--- src/rtl/tetromino_bag_queue_pkg.sv ---
// GamePkg: shared types, constants and helper functions for the tetromino
// bag queue (tile encoding, LFSR constants, 7-bag selection helpers).
package GamePkg;

    localparam int unsigned PIECE_W    = 3;
    localparam int unsigned LFSR_W     = 16;
    localparam int unsigned BAG_W      = 7;

    typedef enum logic [PIECE_W-1:0] {
        PIECE_I    = 3'd0,
        PIECE_O    = 3'd1,
        PIECE_T    = 3'd2,
        PIECE_S    = 3'd3,
        PIECE_Z    = 3'd4,
        PIECE_J    = 3'd5,
        PIECE_L    = 3'd6,
        PIECE_NONE = 3'd7
    } tile_type_t;

    typedef enum logic [1:0] {
        ST_IDLE  = 2'd0,
        ST_FILL  = 2'd1,
        ST_READY = 2'd2
    } queue_state_t;

    localparam logic [LFSR_W-1:0] LFSR_DEFAULT_SEED = 16'hACE1;
    localparam logic [LFSR_W-1:0] LFSR_TAPS         = 16'hB400;
    localparam logic [BAG_W-1:0]  BAG_FULL          = 7'h7F;

    // One Galois step, shifting right; taps applied when bit 0 falls out.
    function automatic logic [LFSR_W-1:0] lfsr_next(input logic [LFSR_W-1:0] v);
        return (v >> 1) ^ (v[0] ? LFSR_TAPS : '0);
    endfunction

    // Number of pieces still available in the bag (1..7 in normal use).
    function automatic logic [PIECE_W-1:0] bag_count(input logic [BAG_W-1:0] bag);
        logic [PIECE_W-1:0] n;
        n = '0;
        for (int i = 0; i < BAG_W; i++) begin
            n = n + PIECE_W'(bag[i]);
        end
        return n;
    endfunction

    // Index of the k-th set bit of the bag, counting from bit 0.
    function automatic logic [PIECE_W-1:0] bag_pick(input logic [BAG_W-1:0]   bag,
                                                    input logic [PIECE_W-1:0] k);
        logic [PIECE_W-1:0] seen;
        logic [PIECE_W-1:0] pick;
        logic               found;
        seen  = '0;
        pick  = PIECE_W'(PIECE_NONE);
        found = 1'b0;
        for (int i = 0; i < BAG_W; i++) begin
            if (bag[i] && !found) begin
                if (seen == k) begin
                    pick  = PIECE_W'(i);
                    found = 1'b1;
                end
                seen = seen + 3'd1;
            end
        end
        return pick;
    endfunction

endpackage

--- src/rtl/tetromino_bag_queue_lfsr16.sv ---
// lfsr16: 16-bit Galois LFSR used as the bag randomiser.
// Ports: clk, rst (async, active-high), load (takes seed; zero seed maps to
// the default seed), step (advance one state), seed, value (current state).
module lfsr16
    import GamePkg::*;
(
    input  logic              clk,
    input  logic              rst,
    input  logic              load,
    input  logic [LFSR_W-1:0] seed,
    input  logic              step,
    output logic [LFSR_W-1:0] value
);

    // An all-zero state would lock the LFSR, so a zero seed is replaced.
    always_ff @(posedge clk or posedge rst) begin
        if (rst) begin
            value <= LFSR_DEFAULT_SEED;
        end else if (load) begin
            value <= (seed == '0) ? LFSR_DEFAULT_SEED : seed;
        end else if (step) begin
            value <= lfsr_next(value);
        end
    end

endmodule

--- src/rtl/tetromino_bag_queue.sv ---
// tetromino_bag_queue: 7-bag randomised piece queue with preview and an
// optional hold slot.
// Ports: clk, rst (async, active-high), game_start/game_end (pulses),
// seed (sampled on game_start), new_tetromino (pop), hold_req (hold/swap),
// current_piece, preview (entry 0 in [2:0] is next), queue_valid (READY),
// hold_piece.
// Build option: define TETROMINO_HOLD_EN to include the hold slot; without
// it hold_req is ignored and hold_piece is constant PIECE_NONE.
module tetromino_bag_queue
    import GamePkg::*;
#(
    parameter int unsigned PREVIEW_DEPTH = 3
) (
    input  logic                         clk,
    input  logic                         rst,
    input  logic                         game_start,
    input  logic                         game_end,
    input  logic [LFSR_W-1:0]            seed,
    input  logic                         new_tetromino,
    input  logic                         hold_req,
    output tile_type_t                   current_piece,
    output logic [PIECE_W*PREVIEW_DEPTH-1:0] preview,
    output logic                         queue_valid,
    output tile_type_t                   hold_piece
);

    localparam int unsigned QLEN  = PREVIEW_DEPTH + 1;
    localparam int unsigned CNT_W = 3;

    queue_state_t         state;
    logic [PIECE_W-1:0]   q [QLEN];
    logic [BAG_W-1:0]     bag;
    logic [CNT_W-1:0]     fill_cnt;
    logic                 pending;

    logic [LFSR_W-1:0]    lfsr_value;
    logic [7:0]           gen_byte;
    logic [PIECE_W-1:0]   gen_k;
    logic [PIECE_W-1:0]   gen_piece;
    logic [BAG_W-1:0]     bag_left;
    logic [BAG_W-1:0]     gen_bag;

    logic                 fill_en;
    logic                 pop_en;
    logic                 gen_en;
    logic                 load_en;

`ifdef TETROMINO_HOLD_EN
    logic [PIECE_W-1:0]   hold_q;
    logic                 hold_used;
    logic                 hold_take;
    logic                 hold_swap;
`else
    logic                 unused_hold_req;
    assign unused_hold_req = hold_req;
`endif

    // Next piece is drawn from the LFSR state after this cycle's step.
    assign gen_byte  = 8'(lfsr_next(lfsr_value));
    assign gen_k     = PIECE_W'(gen_byte % {5'd0, bag_count(bag)});
    assign gen_piece = bag_pick(bag, gen_k);
    assign bag_left  = bag & ~(BAG_W'(1) << gen_piece);
    assign gen_bag   = (bag_left == '0) ? BAG_FULL : bag_left;

    // Per-cycle action decode; game_end and game_start override everything.
    always_comb begin
        fill_en = 1'b0;
        pop_en  = 1'b0;
`ifdef TETROMINO_HOLD_EN
        hold_take = 1'b0;
        hold_swap = 1'b0;
`endif
        if (!game_end && !game_start) begin
            if (state == ST_FILL) begin
                fill_en = 1'b1;
            end else if (state == ST_READY) begin
                if (new_tetromino || pending) begin
                    pop_en = 1'b1;
                end
`ifdef TETROMINO_HOLD_EN
                else if (hold_req && !hold_used) begin
                    if (hold_q == PIECE_W'(PIECE_NONE)) begin
                        hold_take = 1'b1;
                    end else begin
                        hold_swap = 1'b1;
                    end
                end
`endif
            end
        end
    end

`ifdef TETROMINO_HOLD_EN
    assign gen_en = fill_en | pop_en | hold_take;
`else
    assign gen_en = fill_en | pop_en;
`endif
    assign load_en = game_start & ~game_end;

    lfsr16 u_lfsr (
        .clk   (clk),
        .rst   (rst),
        .load  (load_en),
        .seed  (seed),
        .step  (gen_en),
        .value (lfsr_value)
    );

    // Queue, bag, FSM and hold state.
    always_ff @(posedge clk or posedge rst) begin
        if (rst) begin
            state       <= ST_IDLE;
            bag         <= BAG_FULL;
            fill_cnt    <= '0;
            pending     <= 1'b0;
            queue_valid <= 1'b0;
            for (int unsigned i = 0; i < QLEN; i++) q[i] <= PIECE_W'(PIECE_NONE);
`ifdef TETROMINO_HOLD_EN
            hold_q      <= PIECE_W'(PIECE_NONE);
            hold_used   <= 1'b0;
`endif
        end else if (game_end) begin
            state       <= ST_IDLE;
            pending     <= 1'b0;
            queue_valid <= 1'b0;
            for (int unsigned i = 0; i < QLEN; i++) q[i] <= PIECE_W'(PIECE_NONE);
`ifdef TETROMINO_HOLD_EN
            hold_q      <= PIECE_W'(PIECE_NONE);
`endif
        end else if (game_start) begin
            state       <= ST_FILL;
            bag         <= BAG_FULL;
            fill_cnt    <= '0;
            pending     <= 1'b0;
            queue_valid <= 1'b0;
            for (int unsigned i = 0; i < QLEN; i++) q[i] <= PIECE_W'(PIECE_NONE);
`ifdef TETROMINO_HOLD_EN
            hold_q      <= PIECE_W'(PIECE_NONE);
            hold_used   <= 1'b0;
`endif
        end else begin
            // Filling and popping both shift toward current and append at the tail.
            if (gen_en) begin
                for (int unsigned i = 0; i < QLEN - 1; i++) q[i] <= q[i+1];
                q[QLEN-1] <= gen_piece;
                bag       <= gen_bag;
            end
            case (state)
                ST_FILL: begin
                    if (new_tetromino) pending <= 1'b1;
                    if (fill_cnt == CNT_W'(PREVIEW_DEPTH)) begin
                        state       <= ST_READY;
                        queue_valid <= 1'b1;
                    end else begin
                        fill_cnt <= fill_cnt + 3'd1;
                    end
                end
                ST_READY: begin
                    if (pop_en) begin
                        pending <= 1'b0;
`ifdef TETROMINO_HOLD_EN
                        hold_used <= 1'b0;
`endif
                    end
                end
                default: ;
            endcase
`ifdef TETROMINO_HOLD_EN
            if (hold_take) begin
                hold_q    <= q[0];
                hold_used <= 1'b1;
            end
            if (hold_swap) begin
                hold_q    <= q[0];
                q[0]      <= hold_q;
                hold_used <= 1'b1;
            end
`endif
        end
    end

    assign current_piece = tile_type_t'(q[0]);

    for (genvar g = 0; g < PREVIEW_DEPTH; g++) begin : g_preview
        assign preview[PIECE_W*g +: PIECE_W] = q[g+1];
    end

`ifdef TETROMINO_HOLD_EN
    assign hold_piece = tile_type_t'(hold_q);
`else
    assign hold_piece = PIECE_NONE;
`endif

endmodule

--- config.mk ---
export PLATFORM = sky130hd
export DESIGN_NAME = tetromino_bag_queue
export DESIGN_NICKNAME = d
export VERILOG_FILES = /design/src/rtl/tetromino_bag_queue_pkg.sv /design/src/rtl/tetromino_bag_queue_lfsr16.sv /design/src/rtl/tetromino_bag_queue.sv
export SDC_FILE = /design/constraint.sdc
export NUM_CORES = 1
export LEC_CHECK = 0
export CAP_MARGIN = 25
export CORE_MARGIN = 8
export CORE_UTILIZATION = 55
export CTS_CLUSTER_DIAMETER = 100
export DETAILED_ROUTE_END_ITERATION = 7
export GPL_ROUTABILITY_DRIVEN = 0
export PLACE_DENSITY_LB_ADDON = 0.08
export SETUP_SLACK_MARGIN = 0.3
export SLEW_MARGIN = 20
export SYNTH_ARGS = -nofsm -noshare
export SYNTH_HDL_FRONTEND = slang
export SYNTH_HIERARCHICAL = 1
export SYNTH_SLANG_ARGS = --single-unit
--- constraint.sdc ---
create_clock -name clk -period 21.3 [get_ports clk]
set_clock_uncertainty 0.1 [all_clocks]
set_input_delay 4.26 -clock clk [delete_from_list [all_inputs] [get_ports clk]]
set_output_delay 4.26 -clock clk [all_outputs]
set_load 0.02 [all_outputs]
==> metrics.csv <==
stage,metric,value,unit
floorplan,standard-cell rows,34,
clock_tree,Hold Buf Count CTS,0,
synthesis,Yosys warnings,6,
critical_path,CP arrival,18.41,ns
final_layout,Nets,639,
synthesis,"FFs w/ async S/R, synth",1.00,
route,top layer in use,met4,
clock_tree,"Setup Fix Bufs, Post-CTS",0,
route,antenna-violating nets left,0,
global_route,overall routing resource usage,0.193,
route,starting DRC count in detailed routing,175,
critical_path,reg2reg path depth,75,
timing,setup TNS,0,ns
synthesis,sequential fraction of the synthesis area,0.221,
final_layout,layout cells sized above 1,0.182,
route,vias per cell,6.07,
route,M1 WL,5.62,mm
clock_tree,Post-CTS Resized,0,
critical_path,r2r setup slk,3.02,ns
job,max_cap viols,0,
synthesis,Yosys reg bits,41,
global_route,first-pass GRT wire length,19.2,mm
synthesis,synthesized cell area,0.00479,mm2
critical_path,FF-to-FF Start,bag[3],
floorplan,die area,0.0120,mm2
clock_tree,CTS HTree Levels,2,
final_layout,n_diodes,0,
final_layout,Area Overhead vs Synth,11.3,%
critical_path,Critical R2R Capture,bag[1],
synthesis,Gate Count Post-Synth,559,
critical_path,Max Fanout on Critical Path,12,
clock_tree,# clock sinks,41,
placement,HPWL Detailed,8.89,mm
synthesis,Synth area leaders,"dfstp_2, ha_1, dfrtp_1",
run_status,status,finished clean,
route,Vias,4187,
timing,f_max,0.0547,GHz
global_route,vias in the first global route,4121,
synthesis,top cell type's share of synthesized area,0.148,
route,routed wl met2,5.19,mm
critical_path,most common cell type on the critical path,ha_1,
critical_path,CP required,21.43,ns
synthesis,ys flop type,dfstp_2,
clock_tree,CTS tree,done,
critical_path,critical path endpoint category,flop,
critical_path,Crit Path Class,flop to flop,
min_path,hold_sp,current_piece[2],
floorplan,Ports,38,
placement,port bufs,33,
route,1st-pass router iterations,4,
synthesis,largest area contributor in the netlist,dfstp_2,
floorplan,Die H,109,um
timing,crit path time final,18.28,ns
route,Residual DRC,0,
clock_tree,"CTS clk-pin slew, worst paths",0.10,ns
global_route,initial antenna violation count,0,
floorplan,core area,0.00859,mm2
min_path,path type of the worst min-delay path,flop to flop,
route,met3 WL,271,um
min_path,Worst Hold Endpoint,current_piece[2],
timing,Worst-Margin Slew,0.725,ns
floorplan,Initial Util,0.558,
min_path,hold-critical path depth,2,
synthesis,"Avg Cell Area, Syn",8.57,um2
clock_tree,latest clock arrival within the worst-skew pair,0.30,ns
timing,max_slew headroom,0.513,
route,DR WL/cell,16.2,um
clock_tree,TritonCTS buffer count,5,
critical_path,Crit-path slowest cell,dfstp_2,
critical_path,Worst Setup Start Kind,flop,
synthesis,"EDFF count, synth",0,
route,final wirelength,11.2,mm
timing,Final Setup Violations,0,
global_route,pin count of the biggest net entering global routing,26,
timing,Final Hold Vio Count,0,
critical_path,Max stage delay on crit path,0.64,ns
floorplan,die width,109,um
timing,unrepaired setup endpoints after global routing,false,
clock_tree,clock buffer depth,2,
global_route,gr ovfl total,0,
synthesis,Synth cell types,107,
timing,Final Slew Violations,0,
timing,Tcrit/Tclk final,0.858,
clock_tree,root buf cell,clkbuf_8,
[worst max-delay path by stage]
stage | start | to | slack (ns)
2_1_floorplan | bag[3] | bag[0] | 5.30
3_3_place_gp | bag[3] | bag[1] | 3.49
3_5_place_dp | bag[3] | bag[3] | 3.18
4_1_cts | bag[3] | bag[1] | 3.11
5_1_grt | bag[3] | bag[1] | 1.53
6_report | bag[3] | bag[1] | 3.02
[layout make-up]
type | instances | area, um2
timing repair buffer | 35 | 365
fill | 790 | 3260
tap | 108 | 135
clock inverter | 3 | 68.8
sequential | 41 | 1060
clock buffer | 5 | 68.8
inverter | 34 | 128
multi-input combinational | 464 | 3510
[flip-flops by register name, summed over array words and instances, names as in the netlist]
register	count
queue_valid	1
bag	7
fill_cnt	3
pending	1
current_piece	3
u_lfsr/value	16
state	1
preview	9
[kinds of logic after synthesis]
kind of cell | Yosys count | share of synthesized area
AND/OR/NAND/NOR | 213 | 0.246
AO/OA/AOI/OAI | 163 | 0.268
buffers and inverters | 56 | 0.0496
flip-flops | 41 | 0.221
adder cells (fa/ha/maj) | 37 | 0.104
multiplexers | 28 | 0.0666
XOR/XNOR | 20 | 0.0441
other | 1 | 0.000782
[synth_stat cells, drive strengths merged, types with 6 or more instances]
master,n
nand2,63
o21ai,40
inv,34
nor2,33
a21oi,31
ha,31
dfstp,27
nor3,26
nand3,23
mux2i,19
clkbuf,15
dfrtp,14
nand4,13
o22a,13
a211oi,11
xnor2,11
and2,9
mux2,8
and3,7
buf,7
o211ai,7
o21a,7
or2,7
or3,7
xor2,7
nor2b,6
[layer usage]
layer | GRT usage | vias up
li1 | - | 2106
met1 | 0.272 | 2023
met2 | 0.309 | 54
met3 | 0.0223 | 4
met4 | 0.0444 | 0
met5 | 0 | -
[critical path: cells and delay by family (launching register included)]
| kind | cells | cell delay (ns) |
|---|---|---|
| AO/OA/AOI/OAI | 28 | 5.94 |
| XOR/XNOR | 1 | 0.38 |
| adder cells (fa/ha/maj) | 14 | 4.92 |
| buffers and inverters | 7 | 0.60 |
| flip-flops | 1 | 0.64 |
| multiplexers | 2 | 0.73 |
| AND/OR/NAND/NOR | 23 | 4.85 |
[placed cells by master, fill, tap and decap left out, drive strengths merged, types with 9 or more instances in the layout]
cell type / count
o22a: 13
nor3: 26
dfstp: 27
nor2: 33
nand2: 63
a21oi: 31
mux2i: 19
ha: 31
inv: 35
a211oi: 11
dfrtp: 14
clkdlybuf4s50: 33
xnor2: 11
and2: 9
nand4: 13
nand3: 23
o21ai: 40
[per-stage QoR]
step	std cells	area [um2]	setup WS [ns]	hold slack (ns)	util
after CTS	689	5300	3.11	0.397	0.617
after detailed placement	681	5170	3.18	0.381	0.601
after global routing	690	5340	1.53	0.410	0.621
final	690	5340	3.02	0.393	0.621
after floorplan	561	4800	5.30	0.359	-
after global placement	681	5170	3.49	0.375	0.601
Power is not shown: default switching activity piles up to over one toggle a cycle in this logic, so the estimate is an artifact.
==> patch (same flow settings) <==
Add a define of `TETROMINO_HOLD_EN`.
--- a/src/rtl/tetromino_bag_queue.sv
+++ b/src/rtl/tetromino_bag_queue.sv
@@ -6,6 +6,8 @@
 // hold_piece.
 // Build option: define TETROMINO_HOLD_EN to include the hold slot; without
 // it hold_req is ignored and hold_piece is constant PIECE_NONE.
+`define TETROMINO_HOLD_EN
+
 module tetromino_bag_queue
     import GamePkg::*;
 #(
Formal check against the unedited RTL: not equivalent (Yosys sat finds a counterexample within 10 cycles, from zero or initial values and one cycle with rst high).
==> patch against the unedited design <==
Synthesized cell count grew 7.5%; final area grew 7.4%; core utilization grew 0.20 points; sequential cell count grew 4; die area grew 6.8%; final cell count grew 7.1%; wire length grew 18%; setup slack lost 280 ps; synthesized area grew 8.0%.
Power is left out: the tool's default activity adds up to more than one toggle a clock period on the data nets, which glitch-free logic cannot reach.
==> patch: results (changes against the unedited design) <==
metric;value;unit;change
WS Path Type;reg2reg;;unchanged
ranking of synthesized cells by area;dfstp_2, ha_1, dfrtp_1;;unchanged
first drt pass iteration count;5;;was 4
layout cell share with drive strength beyond 1;20.22;%;was 18.21%
drt via density;6.502;;was 6.068
nets@finish;685;;was 639
Post-Syn Nets;659;;
worst-path fanout max;10;;was 12
first-pass GRT wire length;22110;microns;was 19200 microns
Pins Over Slew Limit;0;;unchanged
hold depth;2;;unchanged
TritonCTS Buffers;5;;unchanged
Hold Crit Start;preview[4];;was current_piece[2]
Worst Hold Class;reg2reg;;unchanged
Clock Path Buffers;2;;unchanged
r2r worst-path depth;75;;unchanged
n_diodes;0;;unchanged
slowest cell on the critical path;fa_1;;was dfstp_2
met1 WL;6339;microns;was 5618 microns
pin count of the biggest net entering global routing;26;;unchanged
Largest Register;u_lfsr/value;;unchanged
Worst Tran Pin Value;799.6;ps;was 724.9 ps
count of cell types in the netlist;104;;was 107
warnings from Yosys;6;;unchanged
outcome;completed;;unchanged
Worst-path clk slew;90;ps;
Top Metal Used;met4;;unchanged
Top FF cell, synth;dfstp_2;;unchanged
post-CTS sizing;0;;unchanged
Setup Buffers After CTS;0;;unchanged
initial drt markers;333;;was 175
initial antenna violation count;0;;unchanged
crit path time final;18570;ps;was 18280 ps
Largest register FFs;16;;unchanged
FF-to-FF setup slack;2730;ps;was 3020 ps
root buffer cell;clkbuf_8;;unchanged
metal2 WL;6186;microns;was 5193 microns
Critical Path Sink;bag[4];;was bag[1]
H-tree levels;2;;unchanged
commonest cells in the netlist;nand2_1, nor2_1, o21ai_0;;was nand2_1, inv_1, ha_1, nor2_1
r2r startpoint;bag[3];;unchanged
detailed-route wire length per cell;17.82;microns;was 16.16 microns
Port Buf Inserts;37;;was 33
hold endpoint;preview[4];;was current_piece[2]
global-route usage over all layers;20.41;%;was 19.30%
post-synthesis sequential area ratio;22.49;%;was 22.11%
WP data arrival;18680;ps;was 18410 ps
post-DP HPWL;10210;microns;was 8886 microns
Post-synth ARST share;100.0;%;unchanged
clock latency on the worst-skew pair;300;ps;about the same
vias in the first global route;4567;;was 4121
met3 WL;555;microns;was 271 microns
Critical Path Max Stage Delay;780;ps;was 640 ps
Fill cells;820;;was 790
[patch: changes by cell type in the layout (fill, tap and decap cells not counted), sizes merged, moves of 7 or more]
cell	change
a21oi	+7
nor2	+17
nor3	-13
o211ai	+8
o21ai	+7
[patch: stage by stage]
stage | cells | hold WS, ps | cell area, sq um | util (%)
3_3_place_gp | 729 | 384.1 | 5607 | 60.97
5_1_grt | 739 | 418.1 | 5729 | 62.30
3_5_place_dp | 730 | 388.4 | 5634 | 61.27
2_1_floorplan | 601 | 375.7 | 5175 | -
6_report | 739 | 403.7 | 5729 | 62.30
4_1_cts | 738 | 407.8 | 5724 | 62.24
[patch: layout make-up]
class	instances	area (sq um)	share of cell area [%]
Clock buffer	5	68.82	1.201
Clock inverter	3	21.27	0.3713
Inverter	28	105.1	1.834
Multi-Input combinational cell	505	3806	66.43
Sequential cell	45	1164	20.31
Tap cell	111	138.9	2.424
Timing Repair Buffer	42	425.4	7.425
[patch: cell families after synthesis]
family                   share of synthesized area [%]
AND/OR/NAND/NOR                                  21.76
AO/OA/AOI/OAI                                    32.81
buffers and inverters                            4.014
flip-flops                                       22.49
adder cells (fa/ha/maj)                          9.623
multiplexers                                     5.924
XOR/XNOR                                         3.385
[patch: per-layer routing]
metal	GRT usage, %	up-vias
li1	-	2328
met5	0	-
met3	2.609	8
met1	28.26	2326
met4	3.996	0
met2	33.29	143
[patch: worst max-delay path: cells and delay by family (launching register included)]
family / cells / cell delay [ps]
compound gates: 30 / 6990
xor+xnor: 2 / 380
fa+ha+maj: 13 / 4410
buf+inv: 5 / 750
flops: 1 / 640
mux: 2 / 770
simple gates: 23 / 4390
